==> src/rtl/ascon_perm_sequencer.sv <==
// Round sequencer for the ASCON permutation: owns the 320-bit state and steps the round index.
// Optional completed-permutation counter on perm_cnt_o when ASCON_PERM_CNT_EN is defined.
module ascon_perm_sequencer #(
  parameter int unsigned NB_ROUNDS_MAX = 12
) (
  input  logic             clock_i,
  input  logic             resetb_i,
  input  logic             start_i,
  input  logic [3:0]       rounds_i,
  input  logic             clear_i,
  // State is five 64-bit words, word 0 in index 0.
  input  logic [4:0][63:0] state_i,
  input  logic [4:0][63:0] perm_state_i,
  output logic [4:0][63:0] state_o,
  output logic [3:0]       round_o,
  output logic             busy_o,
  output logic             done_o
`ifdef ASCON_PERM_CNT_EN
  ,
  output logic [15:0]      perm_cnt_o
`endif
);

  localparam logic [3:0] MaxRounds = 4'(NB_ROUNDS_MAX);
  localparam logic [3:0] LastRound = 4'(NB_ROUNDS_MAX - 1);

  typedef enum logic [1:0] {
    StIdle,
    StRun,
    StDone
  } fsm_e;

  fsm_e             fsm_q, fsm_d;
  logic [3:0]       round_q, round_d;
  logic [4:0][63:0] state_q, state_d;
  logic [3:0]       eff_rounds;
  logic [3:0]       start_round;

  // Out-of-range round counts fall back to the full p^a permutation.
  always_comb begin
    eff_rounds = rounds_i;
    if (rounds_i == 4'd0 || rounds_i > MaxRounds) begin
      eff_rounds = MaxRounds;
    end
    start_round = MaxRounds - eff_rounds;
  end

  always_comb begin
    fsm_d   = fsm_q;
    round_d = round_q;
    state_d = state_q;
    if (clear_i) begin
      fsm_d   = StIdle;
      round_d = '0;
    end else begin
      unique case (fsm_q)
        StIdle: begin
          if (start_i) begin
            state_d = state_i;
            round_d = start_round;
            fsm_d   = StRun;
          end
        end
        StRun: begin
          state_d = perm_state_i;
          if (round_q >= LastRound) begin
            fsm_d = StDone;
          end else begin
            round_d = round_q + 4'd1;
          end
        end
        StDone: begin
          fsm_d = StIdle;
        end
        default: begin
          fsm_d = StIdle;
        end
      endcase
    end
  end

  always_ff @(posedge clock_i or negedge resetb_i) begin
    if (!resetb_i) begin
      fsm_q   <= StIdle;
      round_q <= '0;
      state_q <= '0;
    end else begin
      fsm_q   <= fsm_d;
      round_q <= round_d;
      state_q <= state_d;
    end
  end

  assign state_o = state_q;
  assign round_o = round_q;
  assign busy_o  = (fsm_q == StRun);
  assign done_o  = (fsm_q == StDone);

`ifdef ASCON_PERM_CNT_EN
  logic [15:0] perm_cnt_q;

  // Saturating; deliberately untouched by clear_i.
  always_ff @(posedge clock_i or negedge resetb_i) begin
    if (!resetb_i) begin
      perm_cnt_q <= '0;
    end else if (fsm_q == StDone && perm_cnt_q != 16'hFFFF) begin
      perm_cnt_q <= perm_cnt_q + 16'd1;
    end
  end

  assign perm_cnt_o = perm_cnt_q;
`endif

endmodule
==> config.mk <==
export PLATFORM = sky130hd
export DESIGN_NAME = ascon_perm_sequencer
export DESIGN_NICKNAME = d
export VERILOG_FILES = /design/src/rtl/ascon_perm_sequencer.sv
export SDC_FILE = /design/constraint.sdc
export NUM_CORES = 1
export LEC_CHECK = 0
export ABC_AREA = 1
export BUFFER_PORTS_ARGS = -buffer_cell sky130_fd_sc_hd__buf_4
export CAP_MARGIN = 20
export CORE_AREA = 8 8 375 377
export CTS_BUF_LIST = sky130_fd_sc_hd__clkbuf_8
export CTS_CLUSTER_DIAMETER = 80
export DETAILED_ROUTE_END_ITERATION = 16
export DIE_AREA = 0 0 383 385
export PLACE_DENSITY_LB_ADDON = 0.08
export SLEW_MARGIN = 20
export SYNTH_ARGS = -nofsm -noshare
export SYNTH_HDL_FRONTEND = slang
export SYNTH_SLANG_ARGS = --single-unit
export TNS_END_PERCENT = 30
==> constraint.sdc <==
create_clock -name clock_i -period 2.4 [get_ports clock_i]
set_input_delay 0.12 -clock clock_i [delete_from_list [all_inputs] [get_ports clock_i]]
set_output_delay 0.12 -clock clock_i [all_outputs]
set_load 0.005 [all_outputs]
==> impl_results.md <==
* CP cell instances: inv_1 > nand2_1 > a21oi_4 > buf_12 > buf_12 > nand3_1 > dlygate4sd3_1 > o21a_1
* Status: completed
* Synth top area cells: dfrtp_1, nand2_1, o21a_1, nand3_1, buf_2
* Post-Syn Area at roughly 16000 sq um
* # rows at around 140
* Yosys top cell by area: dfrtp_1
* H-Tree Depth at 3
* Critical path endpoint category: flip-flop
* Min Tclk post-route at 2360 ps
* Max Cap Viol at 0
* Register area at 8160 sq um
* Cell mode on critical path: buf_12
* WP data required at 2980 ps
* CTS sink count at between 300 and 400
* Crit path max fanout at 60
* DP Worst Slack at approximately 370 ps
* Number of vias per cell at between 3 and 4
* Unique masters post-synth at 17
* Fin. max-slew vios at 0
* PortBufs at 973
* Clock slew at reported path FFs at ~60 ps
* Total Power at 22.0 mW
* Antenna-violating nets left at 0
* Post-synthesis sequential area ratio at 0.524
* Max incr delay on CP at about 570 ps
* Fin. Hold Viols at 0
* CP top delay family: buffers and inverters
* RR Startpoint: fsm_q[1]
* Die area at about 150000 sq um
* Starting Density at 0.116
* Ys Warns at 0
* Starting DRT DRC Count at around 790
* Clk_skew at 30.2 ps
* Area added between synthesis and finish at 115%
* Antenna violations before repair at 9
* Crit path kind: reg2reg
* Share of the synthesized area in the top cell type at 0.524
* Startpoint types: flip-flop
* Top-Level Pins at 974
* Footprint of the multi-input gates at around 6700 sq um
* CTS tree: built
* Fmax at between 400 and 500 MHz
* First-pass GRT wire length at 151000 um
* Register bit total from synthesis at between 300 and 400
* Clock root buffer: clkbuf_8
* Min setup slack post-route at approximately 45 ps
* FF-to-FF End: state_o[288]
* Final worst path period share at 0.981
* DRT Wirelength at 106000 um
* Via count at about 20000
* Congestion Overflow GR at 0
* Critical path arrival at roughly 3000 ps
* Number of global-route vias before repair at 22100
* Worst reg-to-reg setup slack at roughly 45 ps
* Tot GR Track Use at 0.137
* First drt pass iteration count at 6
* Count of final setup violators at 0
* Pleak at ~15 nW
* HPWL after DPL at about 80000 um
* WP buf/inv at 4
* Clk Latency, worst-skew pair at between 600 and 700 ps
* Slew @ Worst Pin at between 400 and 500 ps
* Die H at ~390 um
* NumNets Final at slightly above 4000
* Num CTS Buffers at slightly below 80
* Syn nets at 2467
* DRC at 0
* Layout cells sized above 1 at 0.329
* Power per cell area at 657 nW/um^2
* Relative slew slack at 0.667
* Core Area at ~130000 sq um
* Chip width at approximately 380 um
* Cell count after synthesis at about 1800
* Max Buffers Root-to-Sink at 3
* Routability-driven placement congestion ratio at about 0.85
* RSZ-0062 raised after global routing: yes
* Fill count at between 10000 and 15000
* Largest net degree at the start of global routing at 80
* WL/cell at around 20 um
* Slowest cell on crit path: dlygate4sd3_1
* Worst setup startpoint: fsm_q[1]
* Syn_area_per_cell at between 8 and 9 sq um
* Maximum vdd drop at between 300 and 400 uV
* Cells on worst reg2reg path at 8
* Worst hold path type: in2async
==> area by class of cell <==
| class | count | area share |
|---|---|---|
| clock buffers | 104 | 0.0427 |
| flip-flops and latches | 326 | 0.244 |
| diodes | 9 | 0.000672 |
| inverters | 12 | 0.00172 |
| well taps | 1781 | 0.0665 |
| multi-input cells | 1337 | 0.199 |
| repair buffers | 1690 | 0.438 |
| clock inverters | 40 | 0.00736 |
==> worst max path at each step <==
| stage | cells after the start | end |
|---|---|---|
| 5_1_grt | 8 | state_o[298] |
| 2_1_floorplan | 8 | state_o[100] |
| 3_3_place_gp | 7 | state_o[261] |
| 6_report | 8 | state_o[288] |
| 3_5_place_dp | 7 | state_o[311] |
| 4_1_cts | 8 | state_o[298] |
==> through the flow <==
step           hold slack [ps]  std cells  cell area, sq um  setup TNS, ps   util
4_1_cts                   58.7       5289             33400              0  0.248
5_1_grt                    106       5294             33500           -235  0.249
3_5_place_dp               144       4492             25200              0  0.187
3_3_place_gp               129       4492             25200              0  0.187
6_report                   177       5299             33500              0  0.249
2_1_floorplan             -176       1817             15600              0      -
==> repair_timing <==
action,4_1_cts,5_1_grt
endpoints found under the hold margin,652,0
setup buffers,0,0
endpoints found under the setup margin,0,21
resized for setup,0,5
hold buffers,653,0
==> layer usage <==
layer	vias to the layer above	track usage	routed length [um]
li1	9344	-	-
met1	9634	0.154	41200
met2	755	0.245	53900
met3	156	0.0429	7430
met4	4	0.0441	3270
met5	-	0	17
==> synth_stat cells <==
cell type	n
inv_2	2
o21a_1	320
a21oi_1	2
a21oi_2	1
nor3_1	1
clkbuf_1	28
inv_1	10
buf_2	99
buf_4	9
nand3_1	333
buf_1	6
nand4_1	1
dfrtp_1	326
nand2_1	669
nor2_1	7
o21ai_0	1
ha_1	2
==> flip-flops by register name, indices dropped and copies added (netlist names) <==
name	count
fsm_q	2
round_o	4
state_o	320
==> cell families after synthesis <==
family / count (synthesis) / share of synthesized area
AO/OA/AOI/OAI: 324 / 0.156
AND/OR/NAND/NOR: 1011 / 0.271
adder cells (fa/ha/maj): 2 / 0.00161
buffers and inverters: 154 / 0.0473
flip-flops: 326 / 0.524
==> tightest hold or removal path: stages <==
cell and delay, ps:
dlygate4sd3_1 580, buf_8 270, buf_16 270
==> cells in the final DEF, fill, tap and decap left out, drive strengths merged, types with 3 or more instances in the layout <==
cell type,synthesis,final
a21oi,3,3
buf,114,1037
bufinv,0,3
clkbuf,28,105
clkinv,0,4
dfrtp,326,326
diode,0,9
dlygate4sd3,0,652
inv,12,44
nand2,669,669
nand3,333,333
nor2,7,7
o21a,320,320
==> report_power, final <==
group,leakage [nW],internal (mW),switching [mW]
Sequential,3.64,6.64,0.716
Combinational,10.4,4.07,3.44
Clock,0.976,4.17,2.97
Note: power is estimated with default switching activity, not from simulation.
